`config.mk`:
```
export PLATFORM = sky130hd
export DESIGN_NAME = fetch_unit
export DESIGN_NICKNAME = d
export VERILOG_FILES = /design/src/rtl/fetch_unit_pkg.sv /design/src/rtl/fetch_fifo.sv /design/src/rtl/fetch_unit.sv
export SDC_FILE = /design/constraint.sdc
export NUM_CORES = 1
export LEC_CHECK = 0
export CORE_MARGIN = 2
export CORE_UTILIZATION = 45
export CTS_BUF_LIST = sky130_fd_sc_hd__clkbuf_2
export DETAILED_ROUTE_END_ITERATION = 6
export PLACE_DENSITY = 0.62
export SLEW_MARGIN = 10
export SYNTH_ARGS = -nofsm -noshare
export SYNTH_HDL_FRONTEND = slang
export SYNTH_SLANG_ARGS = --single-unit
```
`constraint.sdc`:
```
create_clock -name clk -period 9.1 [get_ports clk]
set_input_delay 2.73 -clock clk [delete_from_list [all_inputs] [get_ports clk]]
set_output_delay 2.73 -clock clk [all_outputs]
set_load 0.02 [all_outputs]
```
`src/rtl/fetch_unit_pkg.sv`:
```
`default_nettype none
// ============================================================================
// Module   : fetch_unit_pkg
// Purpose  : Shared constants and helpers for the instruction fetch stage.
//            Default data and address widths, queue depth, reset fetch
//            address, and a helper that sizes occupancy counters.
// Ports    : none (package)
// Revision : 1.0 - initial release
// ============================================================================
package fetch_unit_pkg;

    localparam int c_DEF_BITS_DATA = 32;
    localparam int c_DEF_BITS_ADDR = 16;
    localparam int c_DEF_DEPTH     = 4;
    localparam int c_DEF_RESET_PC  = 0;

    // Width of a counter that has to hold every value 0..depth inclusive.
    // depth is a power of two, so one bit above the pointer width is enough.
    function automatic int cnt_width(input int depth);
        return $clog2(depth) + 1;
    endfunction

endpackage : fetch_unit_pkg
`default_nettype wire

```
`src/rtl/fetch_fifo.sv`:
```
`default_nettype none
// ============================================================================
// Module   : fetch_fifo
// Purpose  : Synchronous FIFO holding {pc, instruction} entries for the
//            fetch stage. The head entry is read straight from registered
//            storage. flush empties the queue and overrides push and pop.
// Ports    : clk, reset (async, active-high)
//            push/din  - write an entry (ignored when full without a pop)
//            pop       - remove the head entry (ignored when empty)
//            flush     - clear pointers and occupancy
//            dout      - head entry
//            count     - occupancy, 0..DEPTH
// Revision : 1.0 - initial release
// ============================================================================
module fetch_fifo
    import fetch_unit_pkg::*;
#(
    parameter int WIDTH = 48,
    parameter int DEPTH = 4
) (
    input  logic                        clk,
    input  logic                        reset,
    input  logic                        push,
    input  logic [WIDTH-1:0]            din,
    input  logic                        pop,
    input  logic                        flush,
    output logic [WIDTH-1:0]            dout,
    output logic [cnt_width(DEPTH)-1:0] count
);

    localparam int PTR_W = $clog2(DEPTH);
    localparam int CNT_W = cnt_width(DEPTH);

    logic [WIDTH-1:0] mem_q [DEPTH];
    logic [PTR_W-1:0] wr_ptr_q, wr_ptr_d;
    logic [PTR_W-1:0] rd_ptr_q, rd_ptr_d;
    logic [CNT_W-1:0] count_q, count_d;
    logic             w_do_push;
    logic             w_do_pop;

    assign w_do_pop  = pop && (count_q != '0);
    // When full, a push is only accepted alongside a pop; the slot being
    // written is the one that is consumed on the same edge.
    assign w_do_push = push && ((count_q != CNT_W'(DEPTH)) || w_do_pop);

    always_comb begin
        wr_ptr_d = wr_ptr_q;
        rd_ptr_d = rd_ptr_q;
        count_d  = count_q;
        if (flush) begin
            wr_ptr_d = '0;
            rd_ptr_d = '0;
            count_d  = '0;
        end else begin
            if (w_do_push) begin
                wr_ptr_d = wr_ptr_q + PTR_W'(1);
            end
            if (w_do_pop) begin
                rd_ptr_d = rd_ptr_q + PTR_W'(1);
            end
            count_d = count_q + CNT_W'(w_do_push) - CNT_W'(w_do_pop);
        end
    end

    always_ff @(posedge clk or posedge reset) begin
        if (reset) begin
            wr_ptr_q <= '0;
            rd_ptr_q <= '0;
            count_q  <= '0;
        end else begin
            wr_ptr_q <= wr_ptr_d;
            rd_ptr_q <= rd_ptr_d;
            count_q  <= count_d;
        end
    end

    // Payload storage needs no reset: count gates its visibility.
    always_ff @(posedge clk) begin
        if (w_do_push && !flush) begin
            mem_q[wr_ptr_q] <= din;
        end
    end

    assign dout  = mem_q[rd_ptr_q];
    assign count = count_q;

endmodule : fetch_fifo
`default_nettype wire

```
`src/rtl/fetch_unit.sv`:
```
`default_nettype none
// ============================================================================
// Module   : fetch_unit
// Purpose  : Instruction prefetch stage. Issues sequential word reads,
//            queues returned words with their addresses and hands the queue
//            head to decode over valid/ready. A redirect flushes the queue
//            and drops responses that are still in flight.
// Ports    : clk, reset (async, active-high)
//            mem_rd/mem_addr        - one-cycle read request to memory
//            mem_rdata/mem_rvalid   - in-order read responses
//            ir_valid/ir_data/ir_pc - queue head towards decode
//            ir_ready               - decode accepts the head
//            redirect/redirect_pc   - restart fetch at a new address
//            halt                   - suppress new requests
// Revision : 1.0 - initial release
// ============================================================================
module fetch_unit
    import fetch_unit_pkg::*;
#(
    parameter int                   BITS_DATA = c_DEF_BITS_DATA,
    parameter int                   BITS_ADDR = c_DEF_BITS_ADDR,
    parameter int                   DEPTH     = c_DEF_DEPTH,
    parameter logic [BITS_ADDR-1:0] RESET_PC  = BITS_ADDR'(c_DEF_RESET_PC)
) (
    input  logic                 clk,
    input  logic                 reset,
    output logic                 mem_rd,
    output logic [BITS_ADDR-1:0] mem_addr,
    input  logic [BITS_DATA-1:0] mem_rdata,
    input  logic                 mem_rvalid,
    output logic                 ir_valid,
    output logic [BITS_DATA-1:0] ir_data,
    output logic [BITS_ADDR-1:0] ir_pc,
    input  logic                 ir_ready,
    input  logic                 redirect,
    input  logic [BITS_ADDR-1:0] redirect_pc,
    input  logic                 halt
);

    localparam int CNT_W   = cnt_width(DEPTH);
    localparam int ENTRY_W = BITS_ADDR + BITS_DATA;

    logic [BITS_ADDR-1:0] fetch_pc_q, fetch_pc_d;
    logic [BITS_ADDR-1:0] resp_pc_q, resp_pc_d;
    logic [BITS_ADDR-1:0] mem_addr_q, mem_addr_d;
    logic                 mem_rd_q, mem_rd_d;
    logic [CNT_W-1:0]     outstanding_q, outstanding_d;
    logic [CNT_W-1:0]     discard_q, discard_d;

    logic [CNT_W-1:0]     w_fifo_count;
    logic [ENTRY_W-1:0]   w_fifo_dout;
    logic [CNT_W:0]       w_inflight;
    logic                 w_issue;
    logic                 w_rsp;
    logic                 w_push;
    logic                 w_pop;

    // Every word in the queue or in flight holds a credit, so a response
    // always finds a free slot.
    assign w_inflight = {1'b0, w_fifo_count} + {1'b0, outstanding_q};
    assign w_issue    = !redirect && !halt && (w_inflight < (CNT_W+1)'(DEPTH));

    // A stray strobe with nothing outstanding is ignored.
    assign w_rsp      = mem_rvalid && (outstanding_q != '0);

    assign ir_valid   = (w_fifo_count != '0);
    assign w_pop      = ir_valid && ir_ready;

    always_comb begin
        fetch_pc_d    = fetch_pc_q;
        resp_pc_d     = resp_pc_q;
        mem_addr_d    = mem_addr_q;
        mem_rd_d      = 1'b0;
        discard_d     = discard_q;
        w_push        = 1'b0;
        outstanding_d = outstanding_q + CNT_W'(w_issue) - CNT_W'(w_rsp);

        if (w_issue) begin
            mem_rd_d   = 1'b1;
            mem_addr_d = fetch_pc_q;
            fetch_pc_d = fetch_pc_q + BITS_ADDR'(1);
        end

        if (redirect) begin
            fetch_pc_d = redirect_pc;
            resp_pc_d  = redirect_pc;
            // Everything still in flight belongs to the old stream. A
            // response landing this cycle is dropped here directly.
            discard_d  = outstanding_q - CNT_W'(w_rsp);
        end else if (w_rsp) begin
            if (discard_q != '0) begin
                discard_d = discard_q - CNT_W'(1);
            end else begin
                w_push    = 1'b1;
                resp_pc_d = resp_pc_q + BITS_ADDR'(1);
            end
        end
    end

    always_ff @(posedge clk or posedge reset) begin
        if (reset) begin
            fetch_pc_q    <= RESET_PC;
            resp_pc_q     <= RESET_PC;
            mem_addr_q    <= '0;
            mem_rd_q      <= 1'b0;
            outstanding_q <= '0;
            discard_q     <= '0;
        end else begin
            fetch_pc_q    <= fetch_pc_d;
            resp_pc_q     <= resp_pc_d;
            mem_addr_q    <= mem_addr_d;
            mem_rd_q      <= mem_rd_d;
            outstanding_q <= outstanding_d;
            discard_q     <= discard_d;
        end
    end

    fetch_fifo #(
        .WIDTH (ENTRY_W),
        .DEPTH (DEPTH)
    ) u_fifo (
        .clk   (clk),
        .reset (reset),
        .push  (w_push),
        .din   ({resp_pc_q, mem_rdata}),
        .pop   (w_pop),
        .flush (redirect),
        .dout  (w_fifo_dout),
        .count (w_fifo_count)
    );

    assign mem_rd   = mem_rd_q;
    assign mem_addr = mem_addr_q;
    assign ir_pc    = w_fifo_dout[ENTRY_W-1:BITS_DATA];
    assign ir_data  = w_fifo_dout[BITS_DATA-1:0];

endmodule : fetch_unit
`default_nettype wire

```
[Word level (Yosys, flattened, before mapping)]
Memory sizes are Yosys's and may differ from the RTL's.
Index checks and enable logic that the tools add are counted.
Cells by class
  reductions and logical operators: 20
  add/subtract/negate cells: 11
  magnitude comparators: 1
  muxes and demuxes: 19
  equal/unequal tests: 2
Operators with widths (number)
  16-bit two-way mux: 5
  16-bit by 1-bit adder with 16-bit output, second input constant: 2
  3-bit two-way mux: 4
  2-bit nonzero test: 5
  3-bit nonzero test: 3
  3-bit by 1-bit subtractor with 3-bit output: 3
  2-bit two-way mux: 4
  1-bit logical AND: 7
  3-bit by 1-bit adder with 3-bit output: 2
  1-bit two-way mux: 6
  2-bit by 1-bit adder with 2-bit output, second input constant: 2
  3-bit by 3-bit adder with 4-bit output: 1
  4-bit by 3-bit < comparator with 1-bit output, second input constant: 1
  2-bit AND reduction: 2
  3-bit != test, second input constant: 1
  3-bit by 1-bit subtractor with 3-bit output, second input constant: 1
  1-bit zero test: 2
  2-bit != test, second input constant: 1
  1-bit logical OR: 1
Storage, ports and cells
  bits in registers: 62
  RAM bits: 192
  output and inout port bits: 66
  memories kept: 1
  input bits: 54
Memories
  u_fifo.mem_q: words 4, bits a word 48, read ports 1, clocked after Yosys merged registers in 0, write ports 1, RTL line fetch_fifo.sv:34  | logic [WIDTH-1:0] mem_q [DEPTH];

[Depth between registers and ports, before layout]
Gate-level depths: netlist of the first run.
  depth after elaboration: 8
  depth in mapped cells: 9
  gate-level depth less buffers: 9

[Modules after synthesis]
Synthesis of the first run repeated with hierarchy kept, for this count alone.
Second synthesis, totals
  cell total of the unflattened synthesis: 569
  area, all modules: 10410.0 um2
Modules (own cells, without submodules)
  fetch_fifo: cells each 295, times used 1, area an instance 7460.9 um2
  fetch_unit: cells each 274, times used 1, area an instance 2949.1 um2

[Least setup slack after synthesis of the first run]
No wires, ideal clock.
  kind: input-to-reg
  start: in mem_rvalid
  end: mem u_fifo.mem_q[0][0], enable pin
  arrival: 4.539 ns
  cell stages on the path: 3
  library setup time: 0.410 ns
  setup slack: 4.151 ns
  buffers on the path: 0
  cell sequence: nand3b_4 -> nor4_2 -> and2_1
Between the ends
  word-level cells in the longest chain between the ends: 7
Ends and longest elaborated chain
  start, declared: RTL line fetch_unit.sv:30  | input logic mem_rvalid,
  1-bit logical AND: RTL line fetch_unit.sv:64  | assign w_rsp = mem_rvalid && (outstanding_q != '0);
  1-bit two-way mux: RTL line fetch_unit.sv:90  | end else if (w_rsp) begin
  1-bit two-way mux: RTL line fetch_unit.sv:84  | if (redirect) begin
  1-bit logical AND: RTL line fetch_fifo.sv:44  | assign w_do_push = push && ((count_q != CNT_W'(DEPTH)) || w_do_pop);
  1-bit logical AND: RTL line fetch_fifo.sv:79  | if (w_do_push && !flush) begin
  1-bit two-way mux: RTL line fetch_fifo.sv:79
  1-bit two-way mux (not written as such): RTL line fetch_fifo.sv:80  | mem_q[wr_ptr_q] <= din;
  end, declared: RTL line fetch_fifo.sv:34
No other way between the ends.

[Worst setup path in the final report of the first run]
  start: reg u_fifo.rd_ptr_q[0]
  end: out ir_data[6]
Between the ends
  word-level cells in the longest chain between the ends: 1
Ends and longest elaborated chain
  start, declared: RTL line fetch_fifo.sv:36  | logic [PTR_W-1:0] rd_ptr_q, rd_ptr_d;
  start signal, assigned: RTL line fetch_fifo.sv:72  | rd_ptr_q <= rd_ptr_d;
  memory read 4 x 48 bit
  end, declared: RTL line fetch_unit.sv:32  | output logic [BITS_DATA-1:0] ir_data,
No other way between the ends.

==> results of run 1 <==
## path summary, 6_finish.rpt
| check | startpoint | to | slack, ps | cells past startpoint |
|---|---|---|---|---|
| max | u_fifo.rd_ptr_q[0]$_DFFE_PP0P_ | ir_data[6] | 3240 | 2 |
| min | mem_addr[11]$_DFFE_PP0P_ | mem_addr[11]$_DFFE_PP0P_ | 520 | 1 |
| max reg2reg | u_fifo.count[2]$_DFF_PP0_ | outstanding_q[2]$_DFF_PP0_ | 6260 | 8 |
| min reg2reg | mem_addr[11]$_DFFE_PP0P_ | mem_addr[11]$_DFFE_PP0P_ | 520 | 1 |
| max in group asynchronous | reset | u_fifo.rd_ptr_q[0]$_DFFE_PP0P_ | 6020 | 3 |
| min in group asynchronous | reset | resp_pc_q[12]$_DFFE_PP0P_ | 2450 | 3 |
## cells by family after synthesis
group,after synthesis,synth area share
AOI/OAI and AO/OA,42,0.0276
xor gates and xnor gates,19,0.0162
adders and majority gates,18,0.0235
buffers and inverters,38,0.0149
DFF,254,0.714
muxes,79,0.139
and+or+nand+nor,108,0.0641
## layout make-up
cell class	instances	area [um2]	area share
inverters	17	63.8	0.00514
clock buffers	87	435	0.0351
flip-flops and latches	254	7320	0.590
well taps	285	357	0.0287
repair buffers	127	1250	0.101
multi-input cells	266	2780	0.224
clock inverters	22	200	0.0161
diodes	1	2.50	0.000202
## worst max-delay path, delay by kind of cell (launching register included)
family | cells | cell delay, ps
buffers and inverters | 1 | 560
flip-flops | 1 | 1100
multiplexers | 1 | 640
## cells in the mapped netlist, drive strengths merged (11+ instances only)
master | count | area, um2
buf | 12 | 55.1
nand3 | 11 | 55.1
mux4 | 48 | 1080
nor2 | 17 | 66.3
mux2 | 27 | 304
ha | 16 | 200
nand2 | 15 | 56.3
inv | 17 | 63.8
dfrtp | 62 | 1550
edfxtp | 192 | 5770
nor3 | 11 | 60.1
xnor2 | 12 | 105
nor4 | 12 | 103
## state kept, by name, summed over array words and instances, names as in the netlist
name	cells
resp_pc_q	16
outstanding_q	3
mem_rd	1
u_fifo.count	3
fetch_pc_q	16
mem_addr	16
u_fifo.wr_ptr_q	2
discard_q	3
u_fifo.mem_q	192
u_fifo.rd_ptr_q	2
## through the flow
stage / utilization / worst slack (ps) / std cells / instance area [um2] / total power (W)
4_1_cts: 0.551 / 3040 / 1058 / 12400 / 0.00320
3_5_place_dp: 0.523 / 3770 / 949 / 11800 / 0.00237
6_report: 0.551 / 3240 / 1059 / 12400 / 0.00315
2_1_floorplan: - / 4150 / 558 / 10200 / 0.00202
3_3_place_gp: 0.523 / 3870 / 949 / 11800 / 0.00236
5_1_grt: 0.551 / 2920 / 1059 / 12400 / 0.00334
## per-layer routing
layer | track usage | vias to the layer above | wire length, um
met4 | 0.0591 | 0 | 404
li1 | - | 2616 | -
met5 | 0 | - | 0
met1 | 0.228 | 2830 | 8790
met2 | 0.277 | 175 | 9400
met3 | 0.0412 | 42 | 1160
## power by group through the flow
stage               clock network [W]  logic, W  registers [W]
global placement                    0  0.000845        0.00151
finish                       0.000811  0.000851        0.00149
CTS                          0.000844  0.000865        0.00149
floorplan                           0  0.000537        0.00149
global route                 0.000902  0.000920        0.00151
detailed placement                  0  0.000857        0.00152
==> results by group, run 1 <==
Clock network
  – Total CTS buffers: 60
  – Post-cts hold buffer count: 0
  – Count of H-tree levels built during CTS: 2
  – Clock latency at the later pin of the worst-skew pair: 830 ps
  – CTS max path bufs: 3
  – CTS tree: yes
  – Setup bufs post-CTS: 0
  – Number of resized instances in the post-cts repair step: 0
  – Clock tree sinks: 254
  – Root Buffer: sky130_fd_sc_hd__clkbuf_2
  – Post-CTS clock slew at the launch and capture registers of the worst setup and hold paths: 100 ps

Power
  – Sw power: 0.000960 W
  – Cell internal power dissipation: 0.00219 W
  – Pwr dens: 254 nW/um2
  – Sequential share of power: 0.472
  – Portion of total power attributed to combinational logic: 0.270
  – Clock network fraction of total power: 0.257
  – Sw Ratio: 0.305
  – Peak supply drop: 189 uV
  – Leakage power of the design: 4.32 nW

Logic synthesis
  – Count of mapped cells out of synthesis: 558
  – Number of synthesized register bits: 254
  – Netlist area before placement: 10200 um2
  – Syn. warnings: 0
  – Proportion of synthesized flip-flops having asynchronous set or reset: 0.244
  – Avg Inst Size Synth: 18.4 um2
  – Number of library cell types mapped by synthesis: 49
  – Dominant synthesized flop cell: sky130_fd_sc_hd__edfxtp_1
  – EDFF count, synth: 192
  – Sequential-to-total area share from yosys stat: 0.714
  – Post-Synthesis Net Count: 630

Worst hold path
  – Type of the tightest min-delay check: reg -> reg

Route
  – Antenna Nets Post-Route: 0
  – DR iter-0 viols: 330
  – Routed vias: 5663
  – Detailed Routing Iterations Pass 1: 6
  – Total detailed-routing wirelength: 19800 um
  – Detailed-route vias per instance: 5.35
  – DRC violations left: 0
  – Average wire length per cell after detail routing: 18.7 um

Finish
  – Final net count: 798
  – Fillers: 1791
  – Most common library cell in the layout ignoring fill and taps: sky130_fd_sc_hd__edfxtp_1
  – Most used cells in the layout excluding fill and tap cells: sky130_fd_sc_hd__edfxtp_1, sky130_fd_sc_hd__clkdlybuf4s50_1, sky130_fd_sc_hd__clkbuf_2, sky130_fd_sc_hd__dfrtp_1, sky130_fd_sc_hd__mux4_2
  – Share of final-layout standard cells stronger than drive strength 1: 0.254
  – Synthesis-to-layout area growth: 21.2%

Critical path
  – Critical Path End Type: output pin
  – Kind of launch point of the worst setup path: flop
  – Maximum fanout along the worst path: 50
  – Max stage delay cell, worst path: sky130_fd_sc_hd__dfrtp_4
  – Largest stage delay on the critical path: 1100 ps
  – Crit-path cells: mux4_2 > clkdlybuf4s50_1
  – Required time of the critical path: 6370 ps
  – Worst EP arrival: 3130 ps
  – Critical path type: reg -> out

Placed design
  – Number of I/O port buffers: 119
  – Placer congestion estimate: 0.777
  – Post-detailed-placement half-perimeter wirelength: 11900 um

Floorplan
  – Initial core utilization: 0.455
  – Area of the die: 24000 um2
  – IO Count: 120
  – Core Region: 22500 um2
  – Chip height: 155 um
  – Die W: 155 um
  – Placement Rows: 55

GRT
  – First-pass GRT wire length: 31800 um
  – Maximum number of pins on one net before global-route repair: 63
  – All-Layer GR Usage: 0.170
  – Initial antenna violation count: 1
  – Vias in the first global route: 6093
  – Remaining Overflow, GRT: 0

STA
  – Post-layout minimum cycle time: 5860 ps
  – Final Skew: 39.2 ps
  – Period utilization: 0.644
  – Final Hold Vio Count: 0
  – Fmax: 171 MHz
  – Worst-margin pin slew: 1000 ps
  – Worst-case headroom to the max-slew limit: 0.331
  – Setup repair after global routing missed its margin: no
  – Post-Route Setup TNS: 0 ps
  – Final setup violation count: 0
  – Count of final max-slew check failures: 0
  – Worst hold-check slack: 517 ps

Outcome
  – Outcome: finished, final reports clean

Run
  – Max Cap Viol: 0
(Power assumes the default switching activity.)
==> run 2: changes to the inputs <==
Settings changed: PLACE_DENSITY 0.62 to 0.65.
Clock period 9.1 ns to 4.8 ns, I/O delays scaled along.
==> results by group, run 2 (synthesized netlist as in run 1, its figures left out) <==
GRT
  – First-pass GRT wire length: 33200 um (+4.3%)
  – Remaining Overflow, GRT: 0 (unchanged)
  – Maximum number of pins on one net before global-route repair: 47 (-25%)
  – Vias in the first global route: 6338 (+4.0%)
  – Initial antenna violation count: 0 (-1)
  – All-Layer GR Usage: 0.178 (+0.00759)

Floorplan
  – Area of the die: 24000 um2 (unchanged)
  – Die W: 155 um (unchanged)
  – Core Region: 22500 um2 (unchanged)
  – Chip height: 155 um (unchanged)
  – Initial core utilization: 0.455 (unchanged)
  – Placement Rows: 55 (unchanged)
  – IO Count: 120 (unchanged)

Critical path
  – Critical path type: reg -> out
  – Worst reg2reg path startpoint: discard_q[0]$_DFFE_PP0P_
  – Critical Path End Type: output pin
  – Worst EP arrival: 3100 ps (-30 ps)
  – Required time of the critical path: 3360 ps (-3010 ps)
  – R2R cell count: 6 (-2)
  – Kind of launch point of the worst setup path: flop
  – Register-to-Register Setup Slack: 2180 ps (-4080 ps)
  – Endpoint of the most critical register-to-register path: u_fifo.mem_q[2][43]$_DFFE_PP_
  – Maximum fanout along the worst path: 34 (-32%)

Route
  – DRC violations left: 0 (unchanged)
  – DR iter-0 viols: 322 (-2.4%)
  – Average wire length per cell after detail routing: 19.4 um (+3.7%)
  – Antenna Nets Post-Route: 0 (unchanged)
  – Total detailed-routing wirelength: 20700 um (+4.9%)
  – Detailed-route vias per instance: 5.46 (+2.1%)
  – Routed vias: 5850 (+3.3%)
  – Detailed Routing Iterations Pass 1: 5 (-1)

Finish
  – Synthesis-to-layout area growth: 21.7%
  – Final net count: 808 (+1.3%)
  – Multi-input logic area: 2780 um2 (unchanged)
  – Diodes inserted: 0 (-1)
  – Storage cell area: 7320 um2 (unchanged)
  – Share of final-layout standard cells stronger than drive strength 1: 0.267 (+0.0136)
  – Top register by number of flip-flops: u_fifo.mem_q
  – Fillers: 1782 (-0.50%)
  – Design area: 12500 um2 (+0.43%)
  – Most used cells in the layout excluding fill and tap cells: sky130_fd_sc_hd__edfxtp_1, sky130_fd_sc_hd__clkdlybuf4s50_1, sky130_fd_sc_hd__clkbuf_2, sky130_fd_sc_hd__dfrtp_1, sky130_fd_sc_hd__mux4_2
  – Most common library cell in the layout ignoring fill and taps: sky130_fd_sc_hd__edfxtp_1
  – Number of cells in the finished layout apart from fillers: 1071 (+1.1%)
  – Largest register FFs: 192 (unchanged)

Outcome
  – Outcome: finished, final reports clean

STA
  – Setup repair after global routing missed its margin: no
  – Worst-case headroom to the max-slew limit: 0.391 (+0.0599)
  – Worst-margin pin slew: 906 ps (-97.5 ps)
  – Post-layout minimum cycle time: 4540 ps
  – Post-Route Setup TNS: 0 ps (unchanged)
  – Final Skew: 57.8 ps (+18.6 ps)
  – Count of final max-slew check failures: 0 (unchanged)
  – Final setup violation count: 0 (unchanged)
  – Final Hold Vio Count: 0 (unchanged)
  – Fmax: 220 MHz
  – Period utilization: 0.946

Clock network
  – Number of resized instances in the post-cts repair step: 0 (unchanged)
  – Total CTS buffers: 66 (+10%)
  – Count of H-tree levels built during CTS: 3 (+1)
  – CTS tree: yes
  – Root Buffer: sky130_fd_sc_hd__clkbuf_2
  – Post-CTS clock slew at the launch and capture registers of the worst setup and hold paths: 100 ps (about the same)
  – CTS max path bufs: 3 (unchanged)
  – Post-cts hold buffer count: 0 (unchanged)
  – Clock latency at the later pin of the worst-skew pair: 770 ps (-60 ps)
  – Setup bufs post-CTS: 0 (unchanged)
  – Clock tree sinks: 254 (unchanged)

Power
  – Cell internal power dissipation: 0.00406 W (+86%)
  – Clock network fraction of total power: 0.245 (-0.012)
  – Sw power: 0.00186 W (+93%)
  – Leakage power of the design: 4.36 nW (+1.0%)
  – Sequential share of power: 0.474 (+0.002)
  – Peak supply drop: 292 uV (+54%)
  – Portion of total power attributed to combinational logic: 0.281 (+0.011)
  – Pwr dens: 475 nW/um2 (+87%)
  – Sw Ratio: 0.314 (+0.00872)

Worst hold path
  – Hold Path Sink: mem_addr[15]$_DFFE_PP0P_
  – Worst hold path startpoint: mem_addr[15]$_DFFE_PP0P_
  – Type of the tightest min-delay check: reg -> reg
  – Number of cells on the worst hold path: 1 (unchanged)

Placed design
  – Number of I/O port buffers: 119 (unchanged)
  – Dpl cell area: 11900 um2 (+0.79%)
  – Placer congestion estimate: 0.831 (+7.0%)
  – Post-detailed-placement half-perimeter wirelength: 12800 um (+7.3%)
  – Number of placed instances with taps included: 953 (+0.42%)

Run
  – Max Cap Viol: 0 (unchanged)
run 2: metal layers:
| layer | GRT usage | wire (um) | part of all wire | up-vias |
|---|---|---|---|---|
| met2 | 0.290 | 10100 | 0.49 | 207 |
| met5 | 0 | 0 | 0 | - |
| li1 | - | - | - | 2629 |
| met4 | 0.0679 | 312 | 0.015 | 0 |
| met1 | 0.231 | 8980 | 0.43 | 2984 |
| met3 | 0.0471 | 1320 | 0.064 | 30 |
run 2: cell type report:
type / count / area share
multi-input cells: 266 / 0.223
well taps: 285 / 0.0286
flip-flops and latches: 254 / 0.588
repair buffers: 131 / 0.108
clock inverters: 19 / 0.00833
clock buffers: 99 / 0.0398
inverters: 17 / 0.00512
run 2: critical path: stages (launching register included):
cell and delay (ps):
sky130_fd_sc_hd__dfrtp_4 890, sky130_fd_sc_hd__buf_4 350, sky130_fd_sc_hd__mux4_2 540, sky130_fd_sc_hd__clkdlybuf4s50_1 550
run 2: how the worst max path moves through the flow:
stage	start	end	slack, ps	depth (start not counted)
4_1_cts	u_fifo.rd_ptr_q[0]$_DFFE_PP0P_	ir_data[22]	90	3
3_5_place_dp	mem_rvalid	u_fifo.mem_q[2][27]$_DFFE_PP_	890	5
6_report	u_fifo.rd_ptr_q[0]$_DFFE_PP0P_	ir_data[22]	260	3
2_1_floorplan	mem_rvalid	u_fifo.mem_q[0][0]$_DFFE_PP_	1140	3
5_1_grt	u_fifo.rd_ptr_q[0]$_DFFE_PP0P_	ir_data[18]	0.2	3
3_3_place_gp	mem_rvalid	u_fifo.mem_q[3][23]$_DFFE_PP_	990	5
run 2: power by group through the flow:
stage               clock [W]  combinational, W  sequential, W
detailed placement          0           0.00168        0.00285
CTS                   0.00151           0.00169        0.00281
finish                0.00145           0.00167        0.00281
floorplan                   0           0.00102        0.00282
global route          0.00163           0.00179        0.00285
global placement            0           0.00163        0.00284
run 2: metrics by stage:
stage / setup slack (ps) / hold slack (ps) / utilization / power, W
finish: 260 / 520 / 0.554 / 0.00592
global route: 0.230 / 545 / 0.554 / 0.00627
CTS: 88.3 / 526 / 0.554 / 0.00601
detailed placement: 893 / 495 / 0.527 / 0.00453
global placement: 988 / 496 / 0.527 / 0.00447
floorplan: 1140 / 503 / - / 0.00383
==> run 3: changes to the inputs <==
Settings changed: SETUP_SLACK_MARGIN set to 0.05.
==> results by group, run 3 (synthesized netlist as in run 1, its figures left out) <==
STA
  – Post-Route Setup TNS: 0 ps (unchanged)
  – Post-layout minimum cycle time: 4320 ps (-218 ps)
  – Worst-margin pin slew: 909 ps (+2.55 ps)
  – Period utilization: 0.900 (-0.0455)
  – Post-route worst setup slack: 478 ps (+218 ps)
  – Final setup violation count: 0 (unchanged)
  – Count of final max-slew check failures: 0 (unchanged)
  – Final Skew: 60.1 ps (+2.29 ps)
  – Worst-case headroom to the max-slew limit: 0.389 (-0.00172)
  – Final Hold Vio Count: 0 (unchanged)
  – Setup repair after global routing missed its margin: no
  – Fmax: 231 MHz (+5.0%)
  – Worst hold-check slack: 520 ps (-0.121 ps)

Run
  – Max Cap Viol: 0 (unchanged)

Clock network
  – Count of H-tree levels built during CTS: 3 (unchanged)
  – Clock tree sinks: 254 (unchanged)
  – Number of resized instances in the post-cts repair step: 0 (unchanged)
  – CTS max path bufs: 3 (unchanged)
  – CTS tree: yes
  – Root Buffer: sky130_fd_sc_hd__clkbuf_2
  – Clock latency at the later pin of the worst-skew pair: 770 ps (about the same)
  – Post-CTS clock slew at the launch and capture registers of the worst setup and hold paths: 100 ps (about the same)
  – Total CTS buffers: 66 (unchanged)
  – Post-cts hold buffer count: 0 (unchanged)
  – Setup bufs post-CTS: 0 (unchanged)

Placed design
  – Placer congestion estimate: 0.831 (unchanged)
  – Post-detailed-placement half-perimeter wirelength: 12800 um (unchanged)
  – Dpl cell area: 11900 um2 (unchanged)
  – Dpl ws: 893 ps (unchanged)
  – Number of I/O port buffers: 119 (unchanged)

GRT
  – Maximum number of pins on one net before global-route repair: 47 (unchanged)
  – Vias in the first global route: 6338 (unchanged)
  – Initial antenna violation count: 0 (unchanged)
  – First-pass GRT wire length: 33200 um (unchanged)
  – All-Layer GR Usage: 0.178 (unchanged)
  – Remaining Overflow, GRT: 0 (unchanged)

Route
  – DRC violations left: 0 (unchanged)
  – DR iter-0 viols: 344 (+6.8%)
  – Antenna Nets Post-Route: 0 (unchanged)
  – Average wire length per cell after detail routing: 19.4 um (+0.47%)
  – Detailed-route vias per instance: 5.45 (-0.30%)
  – Detailed Routing Iterations Pass 1: 4 (-1)
  – Total detailed-routing wirelength: 20800 um (+0.56%)
  – Routed vias: 5838 (-0.21%)

Floorplan
  – Area of the die: 24000 um2 (unchanged)
  – IO Count: 120 (unchanged)
  – Chip height: 155 um (unchanged)
  – Die W: 155 um (unchanged)
  – Initial core utilization: 0.455 (unchanged)
  – Placement Rows: 55 (unchanged)
  – Core Region: 22500 um2 (unchanged)

Critical path
  – Critical path type: reg -> out
  – Required time of the critical path: 3360 ps (about the same)
  – Max stage delay cell, worst path: sky130_fd_sc_hd__dfrtp_4
  – Kind of launch point of the worst setup path: flop
  – Worst EP arrival: 2880 ps (-220 ps)
  – Critical Path End Type: output pin
  – Largest stage delay on the critical path: 700 ps (-190 ps)
  – Crit-path cells: buf_4 > mux4_2 > clkdlybuf4s50_1
  – Maximum fanout along the worst path: 18 (-47%)

Worst hold path
  – Type of the tightest min-delay check: reg -> reg

Power
  – Pwr dens: 476 nW/um2 (+0.28%)
  – Peak supply drop: 292 uV (about the same)
  – Leakage power of the design: 4.37 nW (+0.19%)

Finish
  – Top register by number of flip-flops: u_fifo.mem_q
  – Design area: 12500 um2 (+0.16%)
  – Most common library cell in the layout ignoring fill and taps: sky130_fd_sc_hd__edfxtp_1
  – Fin util: 0.555 (+0.000889)
  – Synthesis-to-layout area growth: 21.9%
  – Most used cells in the layout excluding fill and tap cells: sky130_fd_sc_hd__edfxtp_1, sky130_fd_sc_hd__clkdlybuf4s50_1, sky130_fd_sc_hd__clkbuf_2, sky130_fd_sc_hd__dfrtp_1, sky130_fd_sc_hd__mux4_2
  – Largest register FFs: 192 (unchanged)
  – Share of final-layout standard cells stronger than drive strength 1: 0.268 (+0.000931)
  – Final net count: 809 (+0.12%)
  – Diodes inserted: 0 (unchanged)
  – Fillers: 1780 (-0.11%)

Outcome
  – Outcome: finished, final reports clean
run 3: cell types whose count changed in the layout (fill, tap and decap cells not counted), sizes merged:
cell  previous run  this run
buf             12        13
run 3: final cells by class:
| cell class | count | area [um2] | share of cell area |
|---|---|---|---|
| inverters | 17 | 63.8 | 0.00511 |
| multi-input cells | 266 | 2780 | 0.222 |
| clock inverters | 19 | 104 | 0.00832 |
| flip-flops and latches | 254 | 7320 | 0.587 |
| repair buffers | 132 | 1360 | 0.109 |
| well taps | 285 | 357 | 0.0286 |
| clock buffers | 99 | 495 | 0.0397 |
run 3: final timing paths:
| path | from | end | slack (ps) | depth (start not counted) |
|---|---|---|---|---|
| hold reg to reg | mem_addr[15]$_DFFE_PP0P_ | mem_addr[15]$_DFFE_PP0P_ | 520 | 1 |
| setup reg to reg | discard_q[0]$_DFFE_PP0P_ | u_fifo.mem_q[2][43]$_DFFE_PP_ | 2180 | 6 |
| setup / recovery | u_fifo.rd_ptr_q[0]$_DFFE_PP0P_ | ir_data[22] | 480 | 3 |
| max in group asynchronous | reset | resp_pc_q[0]$_DFFE_PP0P_ | 2960 | 3 |
| min in group asynchronous | reset | mem_addr[6]$_DFFE_PP0P_ | 1030 | 2 |
| hold / removal | mem_addr[15]$_DFFE_PP0P_ | mem_addr[15]$_DFFE_PP0P_ | 520 | 1 |
run 3: critical path, delay by kind of cell (launching register included):
family | cells | cell delay (ps)
multiplexers | 1 | 540
flip-flops | 1 | 700
buffers and inverters | 2 | 860
run 3: metrics by stage:
stage	power, W	std cells
floorplan	0.00383	558
global placement	0.00447	953
detailed placement	0.00453	953
CTS	0.00601	1071
global route	0.00629	1072
finish	0.00594	1072
run 3: power by group:
part	switching, W	total [W]	leakage (nW)	internal, W
clock network	0.000849	0.00145	0.465	0.000604
registers	0.000214	0.00278	2.45	0.00256
logic	0.000805	0.00171	1.45	0.000909
run 3: metal layers:
metal	global-route usage	up-vias	part of all wire
met5	0	-	0
met4	0.0679	0	0.015
met3	0.0471	28	0.067
met2	0.290	215	0.49
met1	0.231	2961	0.43
li1	-	2634	-
